$ cat src/rtl/noc_router_pkg.sv
// Shared router definitions: default flit/buffer sizing and the virtual-channel id type.
package noc_router_pkg;

   localparam int unsigned FLIT_W_DEF = 32;
   localparam int unsigned DEPTH_DEF  = 4;

   typedef enum logic {
      VC0 = 1'b0,
      VC1 = 1'b1
   } vc_id_t;

endpackage

$ cat src/rtl/vc_fifo.sv
// Single virtual-channel circular FIFO with combinational head and occupancy count.
module vc_fifo #(
   parameter int unsigned W     = 32,
   parameter int unsigned DEPTH = 4,
   localparam int unsigned CNT_W = $clog2(DEPTH + 1),
   localparam int unsigned PTR_W = $clog2(DEPTH)
) (
   input  logic             clk,
   input  logic             reset,
   input  logic             push,
   input  logic             pop,
   input  logic [W-1:0]     din,
   output logic [W-1:0]     head,
   output logic [CNT_W-1:0] count,
   output logic             full,
   output logic             empty
);

   logic [W-1:0]     mem [DEPTH];
   logic [PTR_W-1:0] wr_ptr;
   logic [PTR_W-1:0] rd_ptr;
   logic             do_push;
   logic             do_pop;

   assign full    = (count == CNT_W'(DEPTH));
   assign empty   = (count == '0);
   assign do_pop  = pop && !empty;
   // A full FIFO still takes a write when the head leaves in the same cycle.
   assign do_push = push && (!full || do_pop);
   assign head    = mem[rd_ptr];

   always_ff @(posedge clk) begin
      if (do_push) mem[wr_ptr] <= din;
   end

   always_ff @(posedge clk or posedge reset) begin
      if (reset) begin
         wr_ptr <= '0;
         rd_ptr <= '0;
         count  <= '0;
      end else begin
         if (do_push) wr_ptr <= (wr_ptr == PTR_W'(DEPTH - 1)) ? '0 : wr_ptr + PTR_W'(1);
         if (do_pop)  rd_ptr <= (rd_ptr == PTR_W'(DEPTH - 1)) ? '0 : rd_ptr + PTR_W'(1);
         case ({do_push, do_pop})
            2'b10:   count <= count + CNT_W'(1);
            2'b01:   count <= count - CNT_W'(1);
            default: count <= count;
         endcase
      end
   end

endmodule

$ cat src/rtl/vc_input_buffer.sv
// Two-VC router input buffer: demuxes arriving flits into per-VC FIFOs,
// presents the selected VC's head downstream and returns one credit per pop.
module vc_input_buffer
   import noc_router_pkg::*;
#(
   parameter int unsigned FLIT_W = FLIT_W_DEF,
   parameter int unsigned DEPTH  = DEPTH_DEF
) (
   input  logic              clk,
   input  logic              reset,
   input  logic              in_valid,
   input  logic              in_vc,
   input  logic [FLIT_W-1:0] in_flit,
   input  logic              selected_vc,
   input  logic              out_ready,
   output logic              vc0_valid,
   output logic              vc1_valid,
   output logic [FLIT_W-1:0] out_flit,
   output logic [1:0]        credit_out,
   output logic              overflow
);

   localparam int unsigned CNT_W = $clog2(DEPTH + 1);

   vc_id_t            wr_vc;
   vc_id_t            rd_vc;
   logic [1:0]        push;
   logic [1:0]        pop_done;
   logic [1:0]        drop;
   logic [1:0]        full;
   logic [1:0]        empty;
   logic [FLIT_W-1:0] head  [2];
   logic [CNT_W-1:0]  count [2];

   assign wr_vc = vc_id_t'(in_vc);
   assign rd_vc = vc_id_t'(selected_vc);

   for (genvar v = 0; v < 2; v++) begin : g_vc
      logic wr_hit;
      assign wr_hit      = in_valid && (wr_vc == vc_id_t'(1'(v)));
      assign pop_done[v] = out_ready && (rd_vc == vc_id_t'(1'(v))) && !empty[v];
      assign push[v]     = wr_hit && (!full[v] || pop_done[v]);
      assign drop[v]     = wr_hit && full[v] && !pop_done[v];

      vc_fifo #(
         .W     (FLIT_W),
         .DEPTH (DEPTH)
      ) u_fifo (
         .clk   (clk),
         .reset (reset),
         .push  (push[v]),
         .pop   (pop_done[v]),
         .din   (in_flit),
         .head  (head[v]),
         .count (count[v]),
         .full  (full[v]),
         .empty (empty[v])
      );
   end

   assign vc0_valid = (count[0] != '0);
   assign vc1_valid = (count[1] != '0);
   assign out_flit  = (rd_vc == VC1) ? head[1] : head[0];

   // Credits mirror completed pops one cycle later; overflow latches any dropped write.
   always_ff @(posedge clk or posedge reset) begin
      if (reset) begin
         credit_out <= '0;
         overflow   <= 1'b0;
      end else begin
         credit_out <= pop_done;
         overflow   <= overflow | (|drop);
      end
   end

endmodule

$ cat config.mk
export PLATFORM = sky130hd
export DESIGN_NAME = vc_input_buffer
export DESIGN_NICKNAME = d
export VERILOG_FILES = /design/src/rtl/noc_router_pkg.sv /design/src/rtl/vc_fifo.sv /design/src/rtl/vc_input_buffer.sv
export SDC_FILE = /design/constraint.sdc
export NUM_CORES = 1
export LEC_CHECK = 0
export ABC_AREA = 1
export CAP_MARGIN = 0
export CORE_ASPECT_RATIO = 2
export CORE_MARGIN = 5
export CORE_UTILIZATION = 59
export DETAILED_ROUTE_END_ITERATION = 12
export PLACE_DENSITY = 0.83
export SLEW_MARGIN = 10
export SYNTH_ARGS = -nofsm -noshare
export SYNTH_HDL_FRONTEND = slang
export SYNTH_SLANG_ARGS = --single-unit
$ cat constraint.sdc
create_clock -name clk -period 3.2 [get_ports clk]
set_input_delay 0.32 -clock clk [delete_from_list [all_inputs] [get_ports clk]]
set_output_delay 0.32 -clock clk [all_outputs]
set_load 0.01 [all_outputs]
==> flow_metrics.env <==
export IMPL_fmax_mhz=343
export IMPL_final_setup_worst_slack_ns=0.286
export IMPL_synthSimpleGateAreaFrac_pct=20.2
export IMPL_end_kind="primary output"
export IMPL_cts_resized=0
export IMPL_peakVddDrop_uv=543
export IMPL_post_cts_setup_buffers=0
export IMPL_die_x_um=109
export IMPL_combinationalPowerShare_pct=33.8
export IMPL_worstPathArrival_ns=2.59
export IMPL_yosys_warnings=0
export IMPL_slew_viol_final=0
export IMPL_period_needed_ns=2.91
export IMPL_cts_hold_buf=0
export IMPL_clkPwrFrac_pct=26.2
export IMPL_syn_to_final_growth_pct=15.9
export IMPL_grt_max_degree=67
export IMPL_reg2reg_setup_slack_ns=0.78
export IMPL_routed_wl_um=26200
export IMPL_synth_xor_area_share_pct=0.302
export IMPL_fin_nets=1194
export IMPL_synth_compound_area_share_pct=0.334
export IMPL_drc_errors=0
export IMPL_synth_adder_area_share_pct=1.64
export IMPL_finalSetupViolations=0
export IMPL_fin_crit_sh_pct=91.1
export IMPL_required_ns=2.88
export IMPL_overflow=0
export IMPL_startpoint_type="flip-flop"
export IMPL_p_per_area_nw_per_um2=836
export IMPL_rsz0062_at_grt="no"
export IMPL_via_per_inst=5.50
export IMPL_synth_distinct_cells=23
export IMPL_wire_per_inst_um=18.5
export IMPL_cts_sinks=273
export IMPL_synthFlopType="edfxtp_1"
export IMPL_dieArea_um2=22800
export IMPL_max_slew_worst_pin_slew_ns=0.796
export IMPL_status="complete, no violations"
export IMPL_io_pins=75
export IMPL_netSwitchingPower_uw=3830
export IMPL_cts_root_buf="clkbuf_16"
export IMPL_async_reset_ff_share_pct=6.23
export IMPL_final_util_pct=69.5
export IMPL_finalSetupTns_ns=0
export IMPL_drive_above_1_share_pct=6.48
export IMPL_synth_edff_count=256
export IMPL_final_hold_viol_count=0
export IMPL_synth_top_family_by_area="simple AND/OR/NAND/NOR gates"
export IMPL_path_clk_slew_ns=0.07
export IMPL_switching_share_pct=34.0
export IMPL_slew_headroom_pct=46.9
export IMPL_synth_nets=1122
export IMPL_drv_cap=0
export IMPL_path_class="reg -> out"
export IMPL_gp_congestion=0.777
export IMPL_drtPass1Iterations=7
export IMPL_h_tree_depth=1
export IMPL_pre_cts_ws_ns=0.575
export IMPL_synth_avg_cell_area_um2=10.9
export IMPL_p_leak_uw=0.00559
export IMPL_cts_tree="done"
export IMPL_clockBufferDepth=3
export IMPL_antenna_cells=0
export IMPL_final_cell_mix="nand2_1 (377), edfxtp_1 (256), nand3_1 (168)"
export IMPL_initial_utilization_pct=60.0
export IMPL_io_buffers=74
export IMPL_drtIter0Drc=673
export IMPL_ant_nets=0
export IMPL_antenna_found_initial=0
export IMPL_hold_class="in -> async"
export IMPL_cp_max_fo=66
export IMPL_p_int_uw=7430
export IMPL_layout_commonest_cell="nand2_1"
export IMPL_hpwlAfterDp_um=15300
export IMPL_cts_made_buffers=22
export IMPL_grt_pass1_wl_um=41000
export IMPL_seqPwrFrac_pct=40.0
export IMPL_synthMuxAreaShare_pct=0
export IMPL_netlist_area_um2=11600
export IMPL_fp_dieH_um=208
export IMPL_vias=7788
export IMPL_yosysSeqAreaShare_pct=69.8
export IMPL_clock_skew_ns=0.00906
export IMPL_ys_seq_elements=273
export IMPL_grt_pass1_vias=8089
export IMPL_clk_latency_ns=0.51
export IMPL_syn_inst=1070
export IMPL_grt_use_total_pct=23.7
export IMPL_rows=72
export IMPL_placeableCoreArea_um2=19400
## synth_stat cells (all sizes together) (2+ instances only)
cell type	number	area share, %
fa	2	0.34
buf	40	2.3
inv	158	5.1
a21oi	2	0.12
nand4	2	0.11
xnor2	2	0.15
ha	12	1.3
nand2	379	12
xor2	2	0.15
nand3	168	7.2
dfrtp	17	3.7
clkbuf	9	0.29
o21ai	5	0.22
edfxtp	256	66
nor2	15	0.51
## cell type report
class	count	area, µm²
clock inverters	14	208
fillers	1283	5910
inverters	158	593
repair buffers	97	963
clock buffers	26	587
multi-input cells	590	2670
flip-flops and latches	273	8120
well taps	259	324
## power groups by stage
stage,combinational (µW),sequential [µW],clock [µW]
after floorplan,2370,4560,0
after global placement,3610,4560,0
after detailed placement,3760,4580,0
after CTS,3810,4510,2960
after global routing,4180,4540,3100
final,3800,4510,2950
## metal layers
| metal | vias to the layer above | part of all wire (%) | global-route usage (%) | routed length (µm) |
|---|---|---|---|---|
| met3 | 68 | 6.9 | 3.29 | 1810 |
| met5 | - | 0 | 0 | 0 |
| met2 | 350 | 57 | 45.1 | 14900 |
| met1 | 3747 | 33 | 25.5 | 8650 |
| met4 | 0 | 3.3 | 9.13 | 869 |
| li1 | 3623 | - | - | - |
## worst paths after layout
| check | from | endpoint | depth (start not counted) |
|---|---|---|---|
| setup / recovery | g_vc[0].u_fifo.rd_ptr[0] | out_flit[31] | 7 |
| hold / removal | reset | g_vc[1].u_fifo.count[1] | 2 |
| setup reg to reg | g_vc[1].u_fifo.count[1] | g_vc[1].u_fifo.count[2] | 9 |
| hold reg to reg | g_vc[1].u_fifo.count[0] | g_vc[1].u_fifo.count[0] | 1 |
| max in group asynchronous | reset | g_vc[1].u_fifo.rd_ptr[0] | 2 |
| min in group clk | g_vc[1].u_fifo.count[0] | g_vc[1].u_fifo.count[0] | 1 |
## critical path, stage by stage, from the launching register on
cell,delay (ns)
dfrtp_2,0.38
buf_4,0.64
nand2_1,0.18
nand3_1,0.15
nand2_1,0.07
nand2_1,0.06
nand2_1,0.10
clkdlybuf4s50_1,0.50
## logic make-up after synthesis
group                    Yosys count
flip-flops                       273
AO/OA/AOI/OAI                      7
XOR/XNOR                           4
buffers and inverters            207
AND/OR/NAND/NOR                  565
adder cells (fa/ha/maj)           14
## state kept, by name (all words and copies together) (netlist names)
| name | cells |
|---|---|
| g_vc.u_fifo.wr_ptr | 4 |
| credit_out | 2 |
| g_vc.u_fifo.rd_ptr | 4 |
| g_vc.u_fifo.count | 6 |
| g_vc.u_fifo.mem | 256 |
| overflow | 1 |
## metrics by stage
step / power (µW) / cells / hold slack (ns) / area (µm²)
2_1_floorplan: 6930 / 1070 / 0.246 / 11600
3_3_place_gp: 8180 / 1377 / 0.480 / 12700
3_5_place_dp: 8340 / 1377 / 0.480 / 12700
4_1_cts: 11300 / 1417 / 0.241 / 13500
5_1_grt: 11800 / 1417 / 0.279 / 13500
6_report: 11300 / 1417 / 0.233 / 13500
Note: power is estimated with default switching activity, not from simulation.
==> variant 1 (config.mk and constraints unchanged) <==
The output `credit_out` loses its register stage (`credit_out` becomes a continuous assignment).
--- a/src/rtl/vc_input_buffer.sv
+++ b/src/rtl/vc_input_buffer.sv
@@ -65,13 +65,13 @@
    // Credits mirror completed pops one cycle later; overflow latches any dropped write.
    always_ff @(posedge clk or posedge reset) begin
       if (reset) begin
-         credit_out <= '0;
          overflow   <= 1'b0;
       end else begin
-         credit_out <= pop_done;
          overflow   <= overflow | (|drop);
       end
    end
 
+   assign credit_out = pop_done;
+
 endmodule
 
Check against the original RTL: not equivalent (a bounded check fails within 4 cycles, from zero or initial values and one cycle with reset high).
==> variant 1 against the original RTL <==
Cell count down 0.35%; design area down 0.49%; count of clock-buffer cells in the layout up 1; sequential cell count down 2; register-to-register slack better by 310 ps; combinational power down 2%; wire length down 1.9%; worst setup slack worse by 120 ps; synthesized area up 0.26%; total power down 2.2%; global-route usage down 0.33 points; via count down 0.35%.
==> variant 1: results (changes against the original RTL) <==
Leak 5.54 nW (was 5.59 nW); asr flop ratio synth 5.54% (was 6.23%); post-DP HPWL 15.0 mm (was 15.3 mm); insertion delay to the later sink of the worst-skew pair 490 ps (was 510 ps); share of cells above drive strength 1 6.60% (was 6.48%); placed inst area 0.0127 mm^2 (about the same); Setup Skew 8.17 ps (was 9.06 ps); Crit path largest cell delay 620 ps (was 640 ps); global-route usage over all layers 23.3% (was 23.7%); ranking of synthesized cells by area edfxtp_1, nand2_1, nand3_1 (unchanged); initial antenna violation count 1 (was 0); Worst Setup SP g_vc[1].u_fifo.rd_ptr[0]$_DFFE_PP0P_ (was g_vc[0].u_fifo.rd_ptr[0]$_DFFE_PP0P_); Crit-path slowest cell dfrtp_2 (was buf_4); Post-Route WL 25.7 mm (was 26.2 mm); Critical Path End out_flit[15] (was out_flit[31]); WL/cell 18.2 um (was 18.5 um); Vias 7761 (was 7788); vias in the first global route 8265 (was 8089); Yosys warning total 0 (unchanged); initial DRC count 641 (was 673); maximum VDD drop 0.000669 V (was 0.000543 V); Crit Reg-Reg Startpoint g_vc[1].u_fifo.count[0]$_DFFE_PP0P_ (was g_vc[1].u_fifo.count[1]$_DFFE_PP0P_); max_slew headroom 46.5% (was 46.9%); sequential cell area fraction in the yosys report 69.2% (was 69.8%); placed cells 1371 (was 1377); R2R setup slack 1090 ps (was 780 ps); RePlAce Congestion 0.797 (was 0.777); top cells by count, synth nand2_1, edfxtp_1, nand3_1 (unchanged); Critical Path AT 2710 ps (was 2590 ps); Period Utilization, post-route 94.8% (was 91.1%); run status finished clean (unchanged); worst slack at placement 589 ps (was 575 ps); Max FO, Critical Path 27 (was 66)
variant 1: kinds of logic after synthesis:
kind of cell / share of synthesized area, %
adders and majority gates: 1.63
DFF: 69.2
xor gates and xnor gates: 0.301
AOI/OAI and AO/OA: 0.365
and+or+nand+nor: 20.2
buffers and inverters: 8.22
variant 1: area by class of cell:
type                    instances  area [um^2]
fillers                      1292         5970
multi-input cells             590         2690
diodes                          1         2.50
clock buffers                  27          591
repair buffers                 93          987
clock inverters                13          148
flip-flops and latches        271         8070
inverters                     158          593
well taps                     259          324
variant 1: worst register-to-register path: stages, from the launching register on:
cell     delay [ps]
dfrtp_1         410
nor2_2          200
nand3_1         160
nand2_2         260
ha_1            230
inv_1            70
fa_1            370
nand2_1          80
nand3_1          80
xor2_1          140
variant 1: worst min-delay path by stage:
stage                                                 endpoint  slack, ps  cells past startpoint
after floorplan            g_vc[0].u_fifo.count[0]$_DFFE_PP0P_        220                      1
after global placement                      overflow$_DFF_PP0_        460                      1
after detailed placement                    overflow$_DFF_PP0_        460                      1
after CTS                  g_vc[1].u_fifo.count[2]$_DFFE_PP0P_        210                      2
after global routing      g_vc[0].u_fifo.rd_ptr[1]$_DFFE_PP0P_        250                      2
final                      g_vc[1].u_fifo.count[0]$_DFFE_PP0P_        200                      2
variant 1: metal layers:
metal,track usage [%],vias up,wire length [um]
li1,-,3607,-
met4,10.7,0,985
met1,25.7,3721,8650
met5,0,-,0
met2,43.0,353,14200
met3,3.34,80,1860
variant 1: power breakdown:
part | switching (W) | total [W] | internal, W
logic | 0.00238 | 0.00374 | 0.00136
clock network | 0.00117 | 0.00274 | 0.00156
registers | 0.000211 | 0.00453 | 0.00432
==> variant 2 (config.mk and constraints unchanged) <==
Made on the original files. Change the package constant `FLIT_W_DEF` from 32 to 64.
--- a/src/rtl/noc_router_pkg.sv
+++ b/src/rtl/noc_router_pkg.sv
@@ -1,7 +1,7 @@
 // Shared router definitions: default flit/buffer sizing and the virtual-channel id type.
 package noc_router_pkg;
 
-   localparam int unsigned FLIT_W_DEF = 32;
+   localparam int unsigned FLIT_W_DEF = 64;
    localparam int unsigned DEPTH_DEF  = 4;
 
    typedef enum logic {
Interface: changed (resized in_flit and out_flit); port bits go from 75 to 139. The function was not compared with the original's and may differ.
==> variant 2 against the original RTL <==
Synthesized area is 90% higher; total power rose by 86%; clock power increased by 71%; non-clock buffer count grew 81; sequential cell count up 256; utilization decreased by 0.75 points; combinational power rose by 86%; worst setup slack worse by 130 ps; synthesized cell count increased by 88%; wire length rose by 96%; via count increased by 88%; clock skew up 4.2 ps; design area rose by 90%.
==> variant 2: results (changes against the original RTL) <==
ranking of synthesized cells by area edfxtp_1, nand2_1, nand3_1 (unchanged); signal buffers share of area 7.61% (was 7.16%); Vias 14700 (was 7788); sequential cell area fraction in the yosys report 71.5% (was 69.8%); placed cells 2553 (was 1377); run status finished clean (unchanged); Leak 10.5 nW (was 5.59 nW); synth unique cells 19 (was 23); Non-CTS buffers 178 (was 97); Critical Path End out_flit[44] (was out_flit[31]); largest registers g_vc.u_fifo.mem x512, g_vc.u_fifo.count x6 (was g_vc.u_fifo.mem x256, g_vc.u_fifo.count x6); H-tree Lvls 2 (was 1); global-route wire length before repair 78.9 mm (was 41.0 mm); top cells by count, synth nand2_1, edfxtp_1, nand3_1 (unchanged); CTS Sinks 529 (was 273); global-route usage over all layers 24.3% (was 23.7%); cells on worst reg2reg path 10 (was 9); fillers 2470 (was 1283); Setup Skew 13.3 ps (was 9.06 ps); WL/cell 19.5 um (was 18.5 um); initial antenna violation count 9 (was 0); syn_nets 2100 (was 1122); drt first pass iters 5 (was 7); Post-synth EDFFs 512 (was 256); post-DP HPWL 30.2 mm (was 15.3 mm); FF-to-FF End g_vc[0].u_fifo.count[2]$_DFFE_PP0P_ (was g_vc[1].u_fifo.count[2]$_DFFE_PP0P_); RePlAce Congestion 0.779 (was 0.777); Worst Setup SP g_vc[1].u_fifo.rd_ptr[0]$_DFFE_PP0P_ (was g_vc[0].u_fifo.rd_ptr[0]$_DFFE_PP0P_); Well Taps 459 (was 259); CTS Buf Count 43 (was 22); nets 2225 (was 1194); clkbuf count 53 (was 26)
variant 2: cell count changes in the layout (fill, tap and decap cells not counted), sizes merged, moves of 8 or more:
cell           before  now
nand2             379  729
edfxtp            256  512
nand3             168  328
inv               158  288
clkdlybuf4s50      74  137
clkbuf             26   53
buf                23   41
clkinv              6   17
diode               0    8
variant 2: logic make-up after synthesis:
logic type,count (synthesis),share of synthesized area (%)
adders and majority gates,14,0.861
xor gates and xnor gates,4,0.159
AOI/OAI and AO/OA,8,0.181
and+or+nand+nor,1075,20.2
buffers and inverters,386,7.11
DFF,529,71.5
variant 2: through the flow:
step                hold slack, ps  setup WS (ps)  util (%)  area (um^2)  TNS [ps]
floorplan                      246           -681         -        22100   -303420
global placement               466            608      65.0        24100         0
detailed placement             468            569      65.0        24100         0
CTS                            220           5.37      68.5        25500         0
global route                   275           65.2      68.8        25500         0
finish                         198            155      68.8        25600         0
variant 2: metal layers:
layer	wire (um)	GRT usage, %	vias to the layer above
li1	-	-	6836
met1	16900	25.0	7014
met2	28600	46.4	649
met3	3410	3.60	152
met4	2490	12.7	2
met5	13	0	-
variant 2: timing repair:
action / 4_1_cts / 5_1_grt
buffers inserted: 0 / 2
hold buffers: 0 / 0
resized for setup: 1 / 1
endpoints found under the hold margin: 0 / 0
endpoints found under the setup margin: 1 / 28
variant 2: worst max-delay path: cells and delay by family (launching register included):
kind                   cells  cell delay [ps]
DFF                        1              630
and+or+nand+nor            4              450
buffers and inverters      3             1080
variant 2: power by group:
group	internal (W)	total, W	switching, W	leakage, nW
combinational	0.00258	0.00708	0.00450	5.01
sequential	0.00839	0.00876	0.000371	4.85
clock	0.00275	0.00505	0.00230	0.649
total	0.0137	0.0209	0.00717	10.5
